**src/rtl/lsu_mem_stage_pkg.sv**
```systemverilog
// Shared definitions for the load/store MEM stage: op codes, exception causes,
// LSU states, the captured request record and lane helper functions.
package lsu_mem_stage_pkg;

    localparam int unsigned OP_W    = 4;
    localparam int unsigned CAUSE_W = 2;
    localparam int unsigned XLEN    = 32;

    typedef enum logic [OP_W-1:0] {
        DMEM_NO  = 4'd0,
        DMEM_LB  = 4'd1,
        DMEM_LH  = 4'd2,
        DMEM_LW  = 4'd3,
        DMEM_LBU = 4'd4,
        DMEM_LHU = 4'd5,
        DMEM_SB  = 4'd6,
        DMEM_SH  = 4'd7,
        DMEM_SW  = 4'd8
    } dmem_type_e;

    typedef enum logic [CAUSE_W-1:0] {
        EXC_LD_MISALIGN  = 2'd0,
        EXC_ST_MISALIGN  = 2'd1,
        EXC_ACCESS_FAULT = 2'd2
    } exc_cause_e;

    typedef enum logic [1:0] {
        LSU_IDLE = 2'd0,
        LSU_REQ  = 2'd1,
        LSU_WAIT = 2'd2
    } lsu_state_e;

    typedef struct packed {
        logic [OP_W-1:0] op;
        logic [XLEN-1:0] addr;
        logic [3:0]      be;
        logic [XLEN-1:0] wdata;
    } lsu_req_t;

    function automatic logic is_store(input logic [OP_W-1:0] op);
        return (op == DMEM_SB) || (op == DMEM_SH) || (op == DMEM_SW);
    endfunction

    function automatic logic is_mem_op(input logic [OP_W-1:0] op);
        return (op == DMEM_LB) || (op == DMEM_LH) || (op == DMEM_LW) ||
               (op == DMEM_LBU) || (op == DMEM_LHU) || is_store(op);
    endfunction

    function automatic logic is_misaligned(input logic [OP_W-1:0] op, input logic [1:0] off);
        logic mis;
        mis = 1'b0;
        if ((op == DMEM_LH) || (op == DMEM_LHU) || (op == DMEM_SH)) mis = off[0];
        if ((op == DMEM_LW) || (op == DMEM_SW))                     mis = (off != 2'd0);
        return mis;
    endfunction

    function automatic logic [3:0] lane_be(input logic [OP_W-1:0] op, input logic [1:0] off);
        logic [3:0] be;
        be = 4'b1111;
        if (op == DMEM_SB) be = 4'b0001 << off;
        if (op == DMEM_SH) be = 4'b0011 << off;
        return be;
    endfunction

    // Store data replicated across lanes so the byte enables alone pick the target.
    function automatic logic [XLEN-1:0] lane_wdata(input logic [OP_W-1:0] op, input logic [XLEN-1:0] wd);
        logic [XLEN-1:0] r;
        r = '0;
        if (op == DMEM_SB) r = {4{wd[7:0]}};
        if (op == DMEM_SH) r = {2{wd[15:0]}};
        if (op == DMEM_SW) r = wd;
        return r;
    endfunction

endpackage

```
**src/rtl/lsu_mem_stage_load_align.sv**
```systemverilog
// Combinational load extractor: selects byte/half from the raw word by byte
// offset and sign- or zero-extends it; stores and NO op yield zero.
module lsu_load_align
    import lsu_mem_stage_pkg::*;
(
    input  logic [OP_W-1:0] op,
    input  logic [1:0]      offset,
    input  logic [XLEN-1:0] raw,
    output logic [XLEN-1:0] data
);

    logic [15:0] half;
    logic [7:0]  byte_v;

    always_comb begin
        half   = 16'(raw >> {offset, 3'b000});
        byte_v = half[7:0];
        data   = '0;
        case (op)
            DMEM_LB:  data = {{24{byte_v[7]}}, byte_v};
            DMEM_LBU: data = {24'd0, byte_v};
            DMEM_LH:  data = {{16{half[15]}}, half};
            DMEM_LHU: data = {16'd0, half};
            DMEM_LW:  data = raw;
            default:  data = '0;
        endcase
    end

endmodule

```
**src/rtl/lsu_mem_stage.sv**
```systemverilog
// MEM stage with a valid/ready data-memory request channel and a separate
// response channel; stalls upstream while an access is in flight.
module lsu_mem_stage
    import lsu_mem_stage_pkg::*;
#(
    parameter int unsigned DMEM_AW = 10,
    parameter int unsigned WB_W    = 64,
    parameter int unsigned TIMEOUT = 255,
    parameter int unsigned TO_W    = 8
) (
    input  logic               clk,
    input  logic               resetn,
    input  logic               valid_e_i,
    input  logic [OP_W-1:0]    dmem_type_e_i,
    input  logic [XLEN-1:0]    addr_e_i,
    input  logic [XLEN-1:0]    wdata_e_i,
    input  logic [WB_W-1:0]    wb_payload_e_i,
    output logic               stall_o,
    output logic               req_valid_o,
    input  logic               req_ready_i,
    output logic               req_we_o,
    output logic [DMEM_AW-1:0] req_addr_o,
    output logic [3:0]         req_be_o,
    output logic [XLEN-1:0]    req_wdata_o,
    input  logic               rsp_valid_i,
    input  logic [XLEN-1:0]    rsp_rdata_i,
    input  logic               rsp_err_i,
    output logic               valid_m_o,
    output logic [XLEN-1:0]    load_data_m_o,
    output logic [WB_W-1:0]    wb_payload_m_o,
    output logic               exc_valid_m_o,
    output logic [CAUSE_W-1:0] exc_cause_m_o,
    output logic [XLEN-1:0]    exc_addr_m_o
);

    lsu_state_e      state, state_nxt;
    lsu_req_t        req_q;
    logic [WB_W-1:0] payload_q;
    logic [TO_W-1:0] cnt_q;
    logic [XLEN-1:0] align_data;

    logic e_mem, e_mis, accept, timed_out, complete, fault;

    assign e_mem     = valid_e_i && is_mem_op(dmem_type_e_i);
    assign e_mis     = is_misaligned(dmem_type_e_i, addr_e_i[1:0]);
    assign accept    = (state == LSU_IDLE) && e_mem && !e_mis;
    assign timed_out = (TIMEOUT != 0) && (cnt_q == TO_W'(TIMEOUT));
    assign complete  = (state == LSU_WAIT) && (rsp_valid_i || timed_out);
    // A real response always wins over a coincident timeout.
    assign fault     = rsp_valid_i ? rsp_err_i : 1'b1;

    assign req_we_o    = is_store(req_q.op);
    assign req_addr_o  = req_q.addr[DMEM_AW+1:2];
    assign req_be_o    = req_q.be;
    assign req_wdata_o = req_q.wdata;

    lsu_load_align u_align (
        .op     (req_q.op),
        .offset (req_q.addr[1:0]),
        .raw    (rsp_rdata_i),
        .data   (align_data)
    );

    always_ff @(posedge clk) begin
        if (!resetn) state <= LSU_IDLE;
        else         state <= state_nxt;
    end

    always_comb begin
        state_nxt = state;
        case (state)
            LSU_IDLE: if (accept)      state_nxt = LSU_REQ;
            LSU_REQ:  if (req_ready_i) state_nxt = LSU_WAIT;
            LSU_WAIT: if (complete)    state_nxt = LSU_IDLE;
            default:                   state_nxt = LSU_IDLE;
        endcase
    end

    always_comb begin
        stall_o     = 1'b0;
        req_valid_o = 1'b0;
        case (state)
            LSU_IDLE: stall_o = accept;
            LSU_REQ: begin
                stall_o     = 1'b1;
                req_valid_o = 1'b1;
            end
            LSU_WAIT: stall_o = !complete;
            default:  stall_o = 1'b0;
        endcase
    end

    // Request capture, timeout counter and WB-side result registers.
    always_ff @(posedge clk) begin
        if (!resetn) begin
            req_q          <= '0;
            payload_q      <= '0;
            cnt_q          <= '0;
            valid_m_o      <= 1'b0;
            load_data_m_o  <= '0;
            wb_payload_m_o <= '0;
            exc_valid_m_o  <= 1'b0;
            exc_cause_m_o  <= '0;
            exc_addr_m_o   <= '0;
        end else begin
            valid_m_o     <= 1'b0;
            exc_valid_m_o <= 1'b0;
            case (state)
                LSU_IDLE: begin
                    if (valid_e_i && !e_mem) begin
                        valid_m_o      <= 1'b1;
                        wb_payload_m_o <= wb_payload_e_i;
                        load_data_m_o  <= '0;
                    end else if (e_mem && e_mis) begin
                        valid_m_o      <= 1'b1;
                        wb_payload_m_o <= wb_payload_e_i;
                        load_data_m_o  <= '0;
                        exc_valid_m_o  <= 1'b1;
                        exc_cause_m_o  <= is_store(dmem_type_e_i) ? EXC_ST_MISALIGN : EXC_LD_MISALIGN;
                        exc_addr_m_o   <= addr_e_i;
                    end else if (accept) begin
                        req_q <= '{op:    dmem_type_e_i,
                                   addr:  addr_e_i,
                                   be:    lane_be(dmem_type_e_i, addr_e_i[1:0]),
                                   wdata: lane_wdata(dmem_type_e_i, wdata_e_i)};
                        payload_q <= wb_payload_e_i;
                    end
                end
                LSU_REQ: cnt_q <= '0;
                LSU_WAIT: begin
                    cnt_q <= cnt_q + TO_W'(1);
                    if (complete) begin
                        valid_m_o      <= 1'b1;
                        wb_payload_m_o <= payload_q;
                        if (fault) begin
                            load_data_m_o <= '0;
                            exc_valid_m_o <= 1'b1;
                            exc_cause_m_o <= EXC_ACCESS_FAULT;
                            exc_addr_m_o  <= req_q.addr;
                        end else begin
                            load_data_m_o <= align_data;
                        end
                    end
                end
                default: ;
            endcase
        end
    end

endmodule

```
**config.mk**
```make
export PLATFORM = sky130hd
export DESIGN_NAME = lsu_mem_stage
export DESIGN_NICKNAME = d
export VERILOG_FILES = /design/src/rtl/lsu_mem_stage_pkg.sv /design/src/rtl/lsu_mem_stage_load_align.sv /design/src/rtl/lsu_mem_stage.sv
export SDC_FILE = /design/constraint.sdc
export NUM_CORES = 1
export LEC_CHECK = 0
export ABC_AREA = 0
export BUFFER_PORTS_ARGS = -buffer_cell sky130_fd_sc_hd__buf_2
export CORE_ASPECT_RATIO = 0.8
export CORE_MARGIN = 4
export CORE_UTILIZATION = 25
export CTS_CLUSTER_DIAMETER = 60
export DETAILED_ROUTE_END_ITERATION = 7
export PLACE_DENSITY_LB_ADDON = 0.1
export SLEW_MARGIN = 20
export SYNTH_ARGS = -nofsm -noshare
export SYNTH_HDL_FRONTEND = slang
export SYNTH_SLANG_ARGS = --single-unit
export TNS_END_PERCENT = 50
```
**constraint.sdc**
```tcl
create_clock -name clk -period 5 [get_ports clk]
set_input_delay 1 -clock clk [delete_from_list [all_inputs] [get_ports clk]]
set_output_delay 1 -clock clk [all_outputs]
set_load 0.01 [all_outputs]
```
==> out/metrics.cfg <==
[setup_path]
reg2reg_slack_ps = 1990
rr_worst_depth = 7
reg2reg_from = state[0]
start_kind = input pin
timing.rr.end = wb_payload_m_o[22]
critPathArrivalTime_ps = 2630
cp_max_fo = 8
endpoint_kind = output pin
worstSetupPathType = in2out
crit_required_ps = 4000

[placement]
gp_congestion = 0.768
dpl.hpwl_mm = 28.6
dpl-instance-area_mm2 = 0.0149
port_buffers = 350

[yosys]
synth_area_mm2 = 0.0130
syn_nets = 1478
synth.distinct_cells = 61
syn_inst = 1299
ys_ff_latch = 278
synth-edff-count = 0
yosysSeqAreaShare = 0.428
ys_async_sr_fraction = 0
ys_top_cells_by_area = dfxtp_1 43%, mux2i_1 15%, o221a_2 6.5%, nor2b_1 5.3%, nand2_1 4.4%
ys_warn_count = 0
synthFlopType = dfxtp_1
synth_top_area_cell = dfxtp_1
synth_top_area_share = 0.428
avgSynthCellArea_um2 = 10.0

[sta]
clock.fmax_mhz = 276
fin_skew_ps = 11.7
worst_pin_slew_ps = 1120
fin_hold_ws_ps = 456
post-route-period-util = 0.725
fin_setup_tns_ps = 0
hold_viol = 0
final-setup-viol-count = 0
rsz0062_at_grt = no
maxSlewHeadroom = 0.250
min_period_ps = 3630
slew_violations = 0

[detailed_routing]
drc = 0
initialDrtViolationCount = 483
vias = 10600
drt_wl_total_mm = 43.0
viasPerCell = 4.68
postRouteAntennaNets = 0
wl_per_cell_um = 19.1
first_pass_iters = 5

[global_route]
grt_max_degree = 145
grt_pass1_vias = 10400
grtUsageTotal = 0.147
grt_pass1_wl_mm = 65.0
grt_antenna_before_repair = 8
overflow = 0

[final_layout]
syn2layout_area_growth_pct = 23.9
layout.nets = 1720
fin_area_mm2 = 0.0161
fillCellCount = 5428
drive_above_1_share = 0.324

[power]
p_leak_nw = 6.91
swShare = 0.282
p_per_area_mw_per_mm2 = 391
power.share.clock = 0.418
power.switching_w = 0.00178
seqPwrFrac = 0.397
intPower_w = 0.00453
combPwrFrac = 0.185
vdd_drop_max_mv = 0.174

[floorplanning]
initial_core_util = 0.254
fp.dieW_um = 263
coreArea_mm2 = 0.0513
pin_count = 351
die_h_um = 212
num_rows = 74
die-area_mm2 = 0.0558

[cts]
cts_made_buffers = 38
hold_buffers = 0
cts.sinks = 278
clock_latency_ps = 530
root_buffer = clkbuf_16
cts.clk_slew.worst_paths_ps = 50
post_cts_buffers = 0
cts.htree.levels = 2
cts_tree = done
cts_resized = 0
clock_path_buffers = 3

[worst_hold_path]
hold_depth = 2
holdCritStartpoint = load_data_m_o[9]
hp-class = reg2reg
hold_end = load_data_m_o[9]

[run]
cap_violations = 0

[run_status]
outcome = completed

-- worst max-delay path by stage --
stage,startpoint,end,slack [ps],cells after the start
after detailed placement,dmem_type_e_i[0],req_q[67],1110,8
after global placement,dmem_type_e_i[0],req_addr_o[4],1120,8
final,addr_e_i[0],stall_o,1370,9
after floorplan,dmem_type_e_i[1],stall_o,1520,8
after CTS,addr_e_i[0],stall_o,1370,9
after global routing,addr_e_i[0],stall_o,1210,9
-- per-layer routing --
layer | vias to the layer above | wire length (µm) | GRT usage
met5 | - | 65 | 0
li1 | 5161 | - | -
met2 | 246 | 19500 | 0.229
met1 | 5069 | 20300 | 0.202
met4 | 12 | 747 | 0.0394
met3 | 62 | 2410 | 0.0391
-- cell families after synthesis --
logic type	count (synthesis)	synth area share
buffers and inverters	174	0.0736
multiplexers	201	0.155
AO/OA/AOI/OAI	288	0.196
adder cells (fa/ha/maj)	9	0.00866
XOR/XNOR	5	0.00337
AND/OR/NAND/NOR	344	0.136
flip-flops	278	0.428
-- through the flow --
stage,std cells,util,power (W),setup slack [ps]
after global routing,2251,0.314,0.00666,1210
after floorplan,1299,-,0.00334,1520
after CTS,2250,0.314,0.00646,1370
after detailed placement,2185,0.291,0.00374,1110
final,2253,0.314,0.00631,1370
after global placement,2184,0.290,0.00373,1120
-- cells in the final DEF, fill, tap and decap left out, types with 17 or more instances in the layout --
| cell | n |
|---|---|
| a21oi_1 | 37 |
| buf_2 | 349 |
| clkbuf_16 | 39 |
| dfxtp_1 | 278 |
| mux2i_1 | 200 |
| nand2_1 | 151 |
| nand2b_1 | 19 |
| nor2_1 | 17 |
| nor2b_1 | 111 |
| o211a_1 | 28 |
| o221a_1 | 23 |
| o221a_2 | 75 |
| o22a_1 | 32 |
| o22ai_1 | 18 |
-- cells in the mapped netlist, types with 14 or more instances --
cell type / count
buf_4: 60
o21ai_0: 16
o221a_1: 23
o221a_2: 75
a21oi_1: 37
clkbuf_1: 65
nor2_1: 17
nand2b_1: 19
dfxtp_1: 278
nor2b_1: 111
o22ai_1: 18
mux2i_1: 200
buf_2: 26
o22a_1: 32
nand3_1: 14
nand2_1: 151
o211a_1: 28
-- final cells by class --
type,instances,area (µm²),area share
sequential,278,5570,0.345
inverter,9,33.8,0.00210
clock inverter,9,110,0.00683
timing repair buffer,367,1930,0.120
clock buffer,56,1090,0.0676
antenna,3,7.51,0.000466
multi-input combinational,847,6530,0.405
tap,684,856,0.0531
-- power groups by stage --
stage               sequential, W  clock (W)  combinational [W]
floorplan                 0.00258          0           0.000764
global placement          0.00254          0            0.00119
detailed placement        0.00255          0            0.00119
CTS                       0.00250    0.00276            0.00120
global route              0.00252    0.00285            0.00128
finish                    0.00250    0.00264            0.00117
-- state kept, by name, summed over array words and instances (netlist names) --
| register | flops |
|---|---|
| req_wdata_o | 32 |
| payload_q | 64 |
| state | 2 |
| exc_addr_m_o | 32 |
| wb_payload_m_o | 64 |
| valid_m_o | 1 |
| req_q | 26 |
| req_be_o | 4 |
| load_data_m_o | 32 |
| exc_valid_m_o | 1 |
| req_addr_o | 10 |
| exc_cause_m_o | 2 |
| cnt_q | 8 |
-- worst max-delay path: stages --
cell and delay [ps]:
buf_2 180, inv_1 90, ha_1 250, nand4bb_1 200, a31oi_1 410, nor3_4 100
nor3_1 200, nor2_1 60, buf_2 140
(Power assumes the default switching activity.)
